--- src/rtl/key_process_pkg.sv ---
// ----------------------------------------------------------------------------
// key_process_pkg
//   Shared types and helpers for the key_process_array slice.
//   - kp_state_t : per-channel key state (released / held / long reported)
//   - kp_cnt_w() : bit width needed for a counter that must hold 0..max_val
// ----------------------------------------------------------------------------
package key_process_pkg;

    typedef enum logic [1:0] {
        KP_IDLE = 2'd0,
        KP_HELD = 2'd1,
        KP_LONG = 2'd2
    } kp_state_t;

    function automatic int kp_cnt_w(input int max_val);
        return (max_val < 1) ? 1 : $clog2(max_val + 1);
    endfunction

endpackage

--- src/rtl/key_channel.sv ---
// ----------------------------------------------------------------------------
// key_channel
//   One key: 2-FF synchroniser, polarity normalisation, debounce counter,
//   IDLE/HELD/LONG state machine with hold and (optional) repeat counters.
//   Build option: define KEY_REPEAT_EN to generate the auto-repeat logic;
//   otherwise key_repeat is tied low and LONG is a terminal hold state.
// Ports
//   clk          system clock
//   rst          asynchronous active-high reset
//   key_raw      raw asynchronous pin
//   key_level    debounced level, 1 = pressed
//   key_press    1-cycle pulse on accepted press
//   key_release  1-cycle pulse on accepted release
//   key_long     1-cycle pulse when the hold reaches LONG_CYC
//   key_repeat   1-cycle pulses every REPEAT_CYC while in LONG
// ----------------------------------------------------------------------------
module key_channel
    import key_process_pkg::*;
#(
    parameter int DEBOUNCE_CYC = 100,
    parameter int LONG_CYC     = 50000,
    parameter int REPEAT_CYC   = 10000,
    parameter int ACTIVE_LOW   = 1
) (
    input  logic clk,
    input  logic rst,
    input  logic key_raw,
    output logic key_level,
    output logic key_press,
    output logic key_release,
    output logic key_long,
    output logic key_repeat
);

    localparam int DW = kp_cnt_w(DEBOUNCE_CYC);
    localparam int HW = kp_cnt_w((LONG_CYC > REPEAT_CYC) ? LONG_CYC : REPEAT_CYC);
    localparam logic [DW-1:0] DB_LAST   = DW'(DEBOUNCE_CYC - 1);
    localparam logic [HW-1:0] LONG_LAST = HW'(LONG_CYC - 1);
    localparam logic          IDLE_LVL  = (ACTIVE_LOW != 0);

    logic            sync_p0, sync_p1, key_s;
    logic [DW-1:0]   db_cnt;
    logic            db_fire, acc_press, acc_release;
    kp_state_t       state, state_nxt;
    logic [HW-1:0]   hold_cnt, hold_nxt;
    logic            press_d, release_d, long_d, repeat_d;

    // Stage p0/p1: synchroniser, reset to the released pin level
    always_ff @(posedge clk or posedge rst) begin
        if (rst) begin
            sync_p0 <= IDLE_LVL;
            sync_p1 <= IDLE_LVL;
        end else begin
            sync_p0 <= key_raw;
            sync_p1 <= sync_p0;
        end
    end

    assign key_s = (ACTIVE_LOW != 0) ? ~sync_p1 : sync_p1;

    // Debounce: level flips on the DEBOUNCE_CYC-th consecutive differing sample
    assign db_fire     = (key_s != key_level) && (db_cnt == DB_LAST);
    assign acc_press   = db_fire &  key_s;
    assign acc_release = db_fire & ~key_s;

    always_ff @(posedge clk or posedge rst) begin
        if (rst) begin
            db_cnt    <= '0;
            key_level <= 1'b0;
        end else if (key_s == key_level) begin
            db_cnt    <= '0;
        end else if (db_fire) begin
            db_cnt    <= '0;
            key_level <= key_s;
        end else begin
            db_cnt    <= db_cnt + 1'b1;
        end
    end

`ifdef KEY_REPEAT_EN
    localparam logic [HW-1:0] REP_LAST = HW'(REPEAT_CYC - 1);
    logic [HW-1:0] rep_cnt, rep_nxt;
`endif

    // State register
    always_ff @(posedge clk or posedge rst) begin
        if (rst) begin
            state    <= KP_IDLE;
            hold_cnt <= '0;
`ifdef KEY_REPEAT_EN
            rep_cnt  <= '0;
`endif
        end else begin
            state    <= state_nxt;
            hold_cnt <= hold_nxt;
`ifdef KEY_REPEAT_EN
            rep_cnt  <= rep_nxt;
`endif
        end
    end

    // Next-state logic; an accepted release always takes priority
    always_comb begin
        state_nxt = state;
        hold_nxt  = hold_cnt;
`ifdef KEY_REPEAT_EN
        rep_nxt   = rep_cnt;
`endif
        case (state)
            KP_IDLE: begin
                if (acc_press) begin
                    state_nxt = KP_HELD;
                    hold_nxt  = '0;
                end
            end
            KP_HELD: begin
                if (acc_release) begin
                    state_nxt = KP_IDLE;
                    hold_nxt  = '0;
                end else if (hold_cnt == LONG_LAST) begin
                    state_nxt = KP_LONG;
                    hold_nxt  = '0;
`ifdef KEY_REPEAT_EN
                    rep_nxt   = '0;
`endif
                end else begin
                    hold_nxt  = hold_cnt + 1'b1;
                end
            end
            KP_LONG: begin
                if (acc_release) begin
                    state_nxt = KP_IDLE;
                    hold_nxt  = '0;
`ifdef KEY_REPEAT_EN
                    rep_nxt   = '0;
                end else if (rep_cnt == REP_LAST) begin
                    rep_nxt   = '0;
                end else begin
                    rep_nxt   = rep_cnt + 1'b1;
`endif
                end
            end
            default: begin
                state_nxt = KP_IDLE;
                hold_nxt  = '0;
            end
        endcase
    end

    // Output decode; pulses are registered so they line up with key_level
    always_comb begin
        press_d   = (state == KP_IDLE) && acc_press;
        release_d = (state != KP_IDLE) && acc_release;
        long_d    = (state == KP_HELD) && !acc_release && (hold_cnt == LONG_LAST);
`ifdef KEY_REPEAT_EN
        repeat_d  = (state == KP_LONG) && !acc_release && (rep_cnt == REP_LAST);
`else
        repeat_d  = 1'b0;
`endif
    end

    always_ff @(posedge clk or posedge rst) begin
        if (rst) begin
            key_press   <= 1'b0;
            key_release <= 1'b0;
            key_long    <= 1'b0;
        end else begin
            key_press   <= press_d;
            key_release <= release_d;
            key_long    <= long_d;
        end
    end

`ifdef KEY_REPEAT_EN
    always_ff @(posedge clk or posedge rst) begin
        if (rst) begin
            key_repeat <= 1'b0;
        end else begin
            key_repeat <= repeat_d;
        end
    end
`else
    assign key_repeat = 1'b0;
`endif

endmodule

--- src/rtl/key_process_array.sv ---
// ----------------------------------------------------------------------------
// key_process_array
//   N_KEYS independent debounced key channels (see key_channel).
//   Build option: KEY_REPEAT_EN enables auto-repeat pulses in every channel.
// Ports
//   clk, rst        system clock, asynchronous active-high reset
//   key_raw[N]      raw key pins
//   key_level[N]    debounced levels (1 = pressed)
//   key_press[N]    press pulses
//   key_release[N]  release pulses
//   key_long[N]     long-press pulses
//   key_repeat[N]   auto-repeat pulses (0 without KEY_REPEAT_EN)
// ----------------------------------------------------------------------------
module key_process_array
    import key_process_pkg::*;
#(
    parameter int N_KEYS       = 4,
    parameter int DEBOUNCE_CYC = 100,
    parameter int LONG_CYC     = 50000,
    parameter int REPEAT_CYC   = 10000,
    parameter int ACTIVE_LOW   = 1
) (
    input  logic              clk,
    input  logic              rst,
    input  logic [N_KEYS-1:0] key_raw,
    output logic [N_KEYS-1:0] key_level,
    output logic [N_KEYS-1:0] key_press,
    output logic [N_KEYS-1:0] key_release,
    output logic [N_KEYS-1:0] key_long,
    output logic [N_KEYS-1:0] key_repeat
);

    for (genvar i = 0; i < N_KEYS; i++) begin : g_ch
        key_channel #(
            .DEBOUNCE_CYC (DEBOUNCE_CYC),
            .LONG_CYC     (LONG_CYC),
            .REPEAT_CYC   (REPEAT_CYC),
            .ACTIVE_LOW   (ACTIVE_LOW)
        ) u_ch (
            .clk         (clk),
            .rst         (rst),
            .key_raw     (key_raw[i]),
            .key_level   (key_level[i]),
            .key_press   (key_press[i]),
            .key_release (key_release[i]),
            .key_long    (key_long[i]),
            .key_repeat  (key_repeat[i])
        );
    end

endmodule

--- config.mk ---
export PLATFORM = sky130hd
export DESIGN_NAME = key_process_array
export DESIGN_NICKNAME = d
export VERILOG_FILES = /design/src/rtl/key_process_pkg.sv /design/src/rtl/key_channel.sv /design/src/rtl/key_process_array.sv
export SDC_FILE = /design/constraint.sdc
export NUM_CORES = 1
export LEC_CHECK = 0
export CAP_MARGIN = 10
export CELL_PAD_IN_SITES_DETAIL_PLACEMENT = 0
export CELL_PAD_IN_SITES_GLOBAL_PLACEMENT = 1
export CORE_ASPECT_RATIO = 0.75
export CORE_MARGIN = 1.5
export CORE_UTILIZATION = 50
export DETAILED_ROUTE_END_ITERATION = 6
export PLACE_DENSITY = 0.82
export SLEW_MARGIN = 20
export SYNTH_ARGS = -nofsm -noshare
export SYNTH_HDL_FRONTEND = slang
export SYNTH_SLANG_ARGS = --single-unit
--- constraint.sdc ---
create_clock -name clk -period 11.4 [get_ports clk]
set_clock_uncertainty 0.15 [all_clocks]
set_input_delay 2.28 -clock clk [delete_from_list [all_inputs] [get_ports clk]]
set_output_delay 2.28 -clock clk [all_outputs]
set_load 0.05 [all_outputs]
==> out/qor.yml, run 1 <==
sta:
  max_freq_ghz: 0.243
  timing.final.hold_violations: 0
  unrepaired_setup_endpoints_after_global_routing: "no"
  final_max_slew_viol_count: 0
  layout_setup_ws_ns: 7.28
  worst-slew-pin-transition_ns: 0.911
  post-route-min-period_ns: 4.12
  setup_violations: 0
  timing.max_slew.rel_slack_pct: 39.0
  layout_worst_path_cycle_share_pct: 36.1
  setup_tns_ns: 0
drt:
  route.detailed.wl_per_inst_um: 14.8
  residual_drc: 0
  initialDrtViolationCount: 352
  wirelength_mm: 12.0
  route.detailed.vias_per_inst: 5.71
  dr.pass1.iters: 5
  dr_total_vias: 4625
  final_antenna_net_count: 0
synthesis:
  proportion_of_synthesized_area_in_mux_cells_pct: 0.162
  synth-compound-area-share_pct: 13.3
  synth_xor_area_share_pct: 6.50
  synth_top_family_by_area: "simple AND/OR/NAND/NOR gates"
  register_area_share_after_synthesis_pct: 50.3
  synthesis.instances: 629
  syn_area_um2: 6190
  synth-warning-count: 0
  edff_count_synth: 0
  yosys_most_used_dff: "sky130_fd_sc_hd__dfrtp_1"
  synth.avg_cell_area_um2: 9.85
  async_flop_share_pct: 100
  post_synthesis_simple_gate_area_fraction_pct: 23.6
  flip_flop_and_latch_count_after_synthesis: 124
  yosys.cell_types.count: 64
  post_synthesis_adder_cell_area_fraction_pct: 1.62
global_route:
  grt_overflow_total: 0
  grt_util_met2_pct: 30.4
  largest_net_degree_at_the_start_of_global_routing: 65
  track_usage_pct: 20.1
  first_pass_grt_wire_length_mm: 21.2
  use_met1_pct: 28.7
  globalRoute.busiestLayer: "met2"
  antenna_found_initial: 0
  number_of_global_route_vias_before_repair: 4418
  routing_usage_on_met3_pct: 5.15
clock_tree:
  post_cts_setup_inserts: 0
  cts_buffer_depth: 2
  numCtsBuffers: 17
  path_clk_slew_ns: 0.05
  post_cts_hold_buffer_count: 0
  cts.sink_count: 124
  h-tree-depth: 4
  cts_root_buffer: "sky130_fd_sc_hd__clkbuf_16"
  cts_tree: "done"
  ctsResizeCount: 0
  clk-insertion-delay-late_ns: 0.40
setup_path:
  required_arrival_time_at_the_worst_endpoint_ns: 8.97
  worstSetupEndpointType: "output port"
  crit_chain: "clkdlybuf4s50_1"
  critPathSlowestCell: "sky130_fd_sc_hd__clkdlybuf4s50_1"
  timing.critical_path.slowest_cell_delay_ns: 0.84
  critical_path.max_fanout: 7
  worst_ep_arrival_time_ns: 1.69
  start_kind: "flop"
  critical_path_class: "reg -> out"
  cp.buffers_inverters: 1
  path_delay_family: "buffers and inverters"
final_layout:
  leading_cell_type_in_the_layout_fill_and_taps_excluded: "sky130_fd_sc_hd__dfrtp_1"
  final_core_util_pct: 59.0
  most_used_cells_in_the_layout_excluding_fill_and_tap_cells: "sky130_fd_sc_hd__dfrtp_1 (116), sky130_fd_sc_hd__nor2_1 (90), sky130_fd_sc_hd__nand2_1 (43)"
  fillCellCount: 1026
  drive_gt1_share_pct: 8.49
  layout.cells.non_filler: 810
  insertedDiodeCount: 0
  areaGrowthSynthToFinish_pct: 12.5
  layout.nets: 649
power:
  combinational_share_of_power_pct: 2.3
  switchingPower_mw: 0.203
  internal_power_consumption_mw: 0.790
  power_switching_share_pct: 20.4
  power.density_cell_area_nw_per_um2: 142
  power.static_leakage_nw: 3.05
  report.power.total_mw: 0.992
  power.sequential.fraction_pct: 45.5
  worst_ir_drop_vdd_mv: 0.0828
  clock_power_share_pct: 52.2
place:
  place_congestion: 0.834
  place.detailed.hpwl_mm: 7.83
  dp_worst_setup_slack_ns: 7.07
  placedCellCount: 778
  port_buffers: 21
floorplan:
  rows: 34
  placeableCoreArea_um2: 11800
  io-pin-count: 26
  die-height_um: 99.4
  dieArea_um2: 13100
  floorplan.initialDensity_pct: 52.4
  die_w_um: 132
worst_hold_path:
  hold_path.class: "reg -> reg"
outcome:
  run_status: "completed"
flow_run:
  maxCapViolCount: 0
## layout make-up
class	count	area, µm²	share of cell area, %
Inverter	11	43.8	0.628
Sequential cell	124	3110	44.7
Timing Repair Buffer	23	225	3.23
Clock buffer	24	482	6.91
Tap cell	162	203	2.91
Clock inverter	8	90.1	1.29
Multi-Input combinational cell	458	2820	40.4
## per-stage QoR
stage                     hold slack (ns)  area, µm²
after floorplan                     0.195       6210
after global placement              0.196       6400
after detailed placement            0.198       6400
after CTS                           0.205       6970
after global routing                0.209       6970
final                               0.204       6970
## per-layer routing
| metal | wire [µm] | part of all wire, % |
|---|---|---|
| met1 | 6210 | 52 |
| met2 | 5320 | 44 |
| met3 | 375 | 3.1 |
| met5 | 0 | 0 |
| met4 | 100 | 0.83 |
## power by group through the flow
stage	logic [mW]	clock network [mW]	registers [mW]
floorplan	0.0185	0	0.457
global placement	0.0234	0	0.458
detailed placement	0.0241	0	0.458
CTS	0.0242	0.529	0.451
global route	0.0269	0.551	0.451
finish	0.0230	0.518	0.451
## path summary, 6_finish.rpt
kind	start	to	slack, ns	depth (start not counted)
setup / recovery	g_ch[1].u_ch.key_level$_DFFE_PP0P_	key_level[1]	7.28	1
hold / removal	g_ch[1].u_ch.sync_p0$_DFF_PP1_	g_ch[1].u_ch.sync_p1$_DFF_PP1_	0.20	0
setup reg to reg	g_ch[3].u_ch.hold_cnt[0]$_DFFE_PP0P_	g_ch[3].u_ch.hold_cnt[14]$_DFFE_PP0P_	8.69	7
hold reg to reg	g_ch[1].u_ch.sync_p0$_DFF_PP1_	g_ch[1].u_ch.sync_p1$_DFF_PP1_	0.20	0
max in group asynchronous	rst	g_ch[1].u_ch.hold_cnt[15]$_DFFE_PP0P_	7.63	3
min in group asynchronous	rst	g_ch[0].u_ch.db_cnt[5]$_DFF_PP0_	2.20	2
## synthesized netlist by cell type (2+ instances only)
library cell	count	area share, %
sky130_fd_sc_hd__a21oi_1	20	1.6
sky130_fd_sc_hd__a221o_1	2	0.32
sky130_fd_sc_hd__a22o_1	3	0.42
sky130_fd_sc_hd__a31oi_1	16	1.6
sky130_fd_sc_hd__a41oi_1	2	0.28
sky130_fd_sc_hd__and2_1	6	0.61
sky130_fd_sc_hd__and3_1	24	2.4
sky130_fd_sc_hd__and3b_1	2	0.28
sky130_fd_sc_hd__and4_1	7	0.99
sky130_fd_sc_hd__and4b_1	2	0.32
sky130_fd_sc_hd__buf_2	3	0.24
sky130_fd_sc_hd__buf_4	21	2.5
sky130_fd_sc_hd__clkbuf_1	13	0.79
sky130_fd_sc_hd__dfrtp_1	116	47
sky130_fd_sc_hd__dfstp_2	8	3.4
sky130_fd_sc_hd__ha_1	8	1.6
sky130_fd_sc_hd__inv_1	11	0.67
sky130_fd_sc_hd__nand2_1	43	2.6
sky130_fd_sc_hd__nand2b_1	3	0.30
sky130_fd_sc_hd__nand3_1	22	1.8
sky130_fd_sc_hd__nand4_1	17	1.7
sky130_fd_sc_hd__nand4b_1	5	0.71
sky130_fd_sc_hd__nand4bb_1	2	0.36
sky130_fd_sc_hd__nor2_1	90	5.5
sky130_fd_sc_hd__nor2b_1	10	1.0
sky130_fd_sc_hd__nor3_1	13	1.1
sky130_fd_sc_hd__nor4_2	2	0.40
sky130_fd_sc_hd__nor4b_1	5	0.71
sky130_fd_sc_hd__o2111ai_1	11	1.6
sky130_fd_sc_hd__o211ai_1	6	0.73
sky130_fd_sc_hd__o21ai_0	34	2.7
sky130_fd_sc_hd__o21ai_1	8	0.65
sky130_fd_sc_hd__o21ba_2	3	0.48
sky130_fd_sc_hd__o21bai_1	2	0.24
sky130_fd_sc_hd__o31ai_1	3	0.36
sky130_fd_sc_hd__or2_1	2	0.20
sky130_fd_sc_hd__or2_2	2	0.20
sky130_fd_sc_hd__or3_1	11	1.1
sky130_fd_sc_hd__or4_1	2	0.24
sky130_fd_sc_hd__xnor2_1	13	1.8
sky130_fd_sc_hd__xor2_1	33	4.7
## cell families after synthesis
kind of cell             count (synthesis)
buffers and inverters                   50
AO/OA/AOI/OAI                          122
AND/OR/NAND/NOR                        277
multiplexers                             1
flip-flops                             124
XOR/XNOR                                46
adder cells (fa/ha/maj)                  8
other                                    1
## state kept, by name, summed over array words and instances (netlist names)
| name | count |
|---|---|
| g_ch.u_ch.sync_p1 | 4 |
| g_ch.u_ch.key_release | 4 |
| g_ch.u_ch.sync_p0 | 4 |
| g_ch.u_ch.hold_cnt | 64 |
| g_ch.u_ch.state | 8 |
| g_ch.u_ch.key_level | 4 |
| g_ch.u_ch.key_press | 4 |
| g_ch.u_ch.key_long | 4 |
| g_ch.u_ch.db_cnt | 28 |
No activity file was read; power rests on OpenSTA's default activity.
==> run 2, diff against run 1 <==
--- a/config.mk
+++ b/config.mk
@@ -10,9 +10,9 @@
 export CELL_PAD_IN_SITES_GLOBAL_PLACEMENT = 1
 export CORE_ASPECT_RATIO = 0.75
 export CORE_MARGIN = 1.5
-export CORE_UTILIZATION = 50
+export CORE_UTILIZATION = 48
 export DETAILED_ROUTE_END_ITERATION = 6
-export PLACE_DENSITY = 0.82
+export PLACE_DENSITY = 0.79
 export SLEW_MARGIN = 20
 export SYNTH_ARGS = -nofsm -noshare
 export SYNTH_HDL_FRONTEND = slang
==> constraint.sdc (replaced) <==
create_clock -name clk -period 3.9 [get_ports clk]
set_clock_uncertainty 0.15 [all_clocks]
set_input_delay 0.78 -clock clk [delete_from_list [all_inputs] [get_ports clk]]
set_output_delay 0.78 -clock clk [all_outputs]
set_load 0.05 [all_outputs]
==> out/qor.yml, run 2 (same netlist as run 1, synthesis figures left out) <==
outcome:
  run_status: "completed"
setup_path:
  critPathSlowestCell: "sky130_fd_sc_hd__clkdlybuf4s50_1"
  critical_path.max_fanout: 6
  path_delay_family: "buffers and inverters"
  start_kind: "flop"
  timing.critical_path.slowest_cell_delay_ns: 0.85
  crit_chain: "clkdlybuf4s50_1"
  critical_path_class: "reg -> out"
  worstSetupEndpointType: "output port"
  worst_ep_arrival_time_ns: 1.71
  cp.buffers_inverters: 1
  required_arrival_time_at_the_worst_endpoint_ns: 2.97
global_route:
  antenna_found_initial: 0
  largest_net_degree_at_the_start_of_global_routing: 125
  first_pass_grt_wire_length_mm: 21.6
  number_of_global_route_vias_before_repair: 4397
  track_usage_pct: 20.1
  grt_overflow_total: 0
sta:
  fin_worst_hold_slack_ns: 0.201
  max_freq_ghz: 0.379
  final_max_slew_viol_count: 0
  worst-slew-pin-transition_ns: 1.05
  setup_violations: 0
  timing.final.hold_violations: 0
  post-route-min-period_ns: 2.64
  layout_worst_path_cycle_share_pct: 67.6
  setup_tns_ns: 0
  timing.max_slew.rel_slack_pct: 30.1
  unrepaired_setup_endpoints_after_global_routing: "no"
  layout_setup_ws_ns: 1.26
power:
  power.density_cell_area_nw_per_um2: 436
  worst_ir_drop_vdd_mv: 0.306
  power.static_leakage_nw: 3.06
  report.power.total_mw: 3.07
floorplan:
  rows: 35
  die_w_um: 134
  io-pin-count: 26
  dieArea_um2: 13600
  placeableCoreArea_um2: 12400
  die-height_um: 101
  floorplan.initialDensity_pct: 49.8
drt:
  dr.pass1.iters: 5
  wirelength_mm: 12.1
  final_antenna_net_count: 0
  route.detailed.wl_per_inst_um: 14.9
  residual_drc: 0
  dr_total_vias: 4502
  initialDrtViolationCount: 277
  route.detailed.vias_per_inst: 5.54
final_layout:
  largest_register_ffs: 64
  insertedDiodeCount: 0
  top_regs: "g_ch.u_ch.hold_cnt (64), g_ch.u_ch.db_cnt (28), g_ch.u_ch.state (8)"
  max_flop_register: "g_ch.u_ch.hold_cnt"
  fillCellCount: 1111
  areaGrowthSynthToFinish_pct: 13.8
  most_used_cells_in_the_layout_excluding_fill_and_tap_cells: "sky130_fd_sc_hd__dfrtp_1 (116), sky130_fd_sc_hd__nor2_1 (90), sky130_fd_sc_hd__nand2_1 (43)"
  drive_gt1_share_pct: 8.66
  layout.nets: 648
  layout.cell_area.non_filler_um2: 7050
  leading_cell_type_in_the_layout_fill_and_taps_excluded: "sky130_fd_sc_hd__dfrtp_1"
clock_tree:
  ctsResizeCount: 0
  numCtsBuffers: 17
  cts_buffer_depth: 2
  cts_tree: "done"
  h-tree-depth: 4
  path_clk_slew_ns: 0.06
  clk-insertion-delay-late_ns: 0.42
  cts_root_buffer: "sky130_fd_sc_hd__clkbuf_16"
  post_cts_setup_inserts: 0
  post_cts_hold_buffer_count: 0
  cts.sink_count: 124
place:
  place.detailed.hpwl_mm: 7.78
  dp_worst_setup_slack_ns: 1.33
  placedInstanceArea_um2: 6410
  place_congestion: 0.854
  port_buffers: 21
flow_run:
  maxCapViolCount: 0
worst_hold_path:
  hold_path.class: "reg -> reg"
## run 2: cell count changes in the layout (fill, tap and decap cells not counted), sizes merged
| cell | before | now |
|---|---|---|
| clkinvlp | 0 | 3 |
| inv | 11 | 10 |
| buf | 2 | 1 |
| clkbuf | 24 | 22 |
| bufinv | 2 | 4 |
| clkinv | 6 | 4 |
## run 2: final timing paths
check | startpoint | end | slack, ns | depth (start not counted)
hold reg to reg | g_ch[1].u_ch.sync_p0$_DFF_PP1_ | g_ch[1].u_ch.sync_p1$_DFF_PP1_ | 0.20 | 0
min in group asynchronous | rst | g_ch[3].u_ch.hold_cnt[1]$_DFFE_PP0P_ | 0.77 | 3
setup reg to reg | g_ch[3].u_ch.hold_cnt[0]$_DFFE_PP0P_ | g_ch[3].u_ch.hold_cnt[14]$_DFFE_PP0P_ | 1.30 | 6
setup / recovery | g_ch[2].u_ch.key_level$_DFFE_PP0P_ | key_level[2] | 1.26 | 1
hold / removal | g_ch[1].u_ch.sync_p0$_DFF_PP1_ | g_ch[1].u_ch.sync_p1$_DFF_PP1_ | 0.20 | 0
max in group asynchronous | rst | g_ch[0].u_ch.key_press$_DFF_PP0_ | 2.36 | 3
## run 2: area by class of cell
type | count | area, µm² | share of cell area (%)
clock buffer | 22 | 474 | 6.73
clock inverter | 10 | 163 | 2.31
inverter | 11 | 45.0 | 0.639
multi-input combinational | 458 | 2820 | 39.9
sequential | 124 | 3110 | 44.2
tap | 166 | 208 | 2.95
timing repair buffer | 22 | 230 | 3.27
## run 2: per-stage QoR
| stage | utilization (%) | cells |
|---|---|---|
| after floorplan | - | 632 |
| after global placement | 51.5 | 781 |
| after detailed placement | 51.5 | 781 |
| after CTS | 56.7 | 813 |
| after global routing | 56.7 | 813 |
| final | 56.7 | 813 |
## run 2: layer usage
layer,up-vias,global-route usage [%],part of all wire (%)
met5,-,0,0
met4,0,7.03,0.75
met3,8,5.36,3.6
met2,69,28.8,42
met1,2169,29.5,53
li1,2256,-,-
## run 2: power by group
part	switching (mW)	internal (mW)	total (mW)	leakage (nW)
clock network	0.566	1.12	1.69	0.306
logic	0.0497	0.0191	0.0689	1.06
registers	0.0116	1.31	1.32	1.70
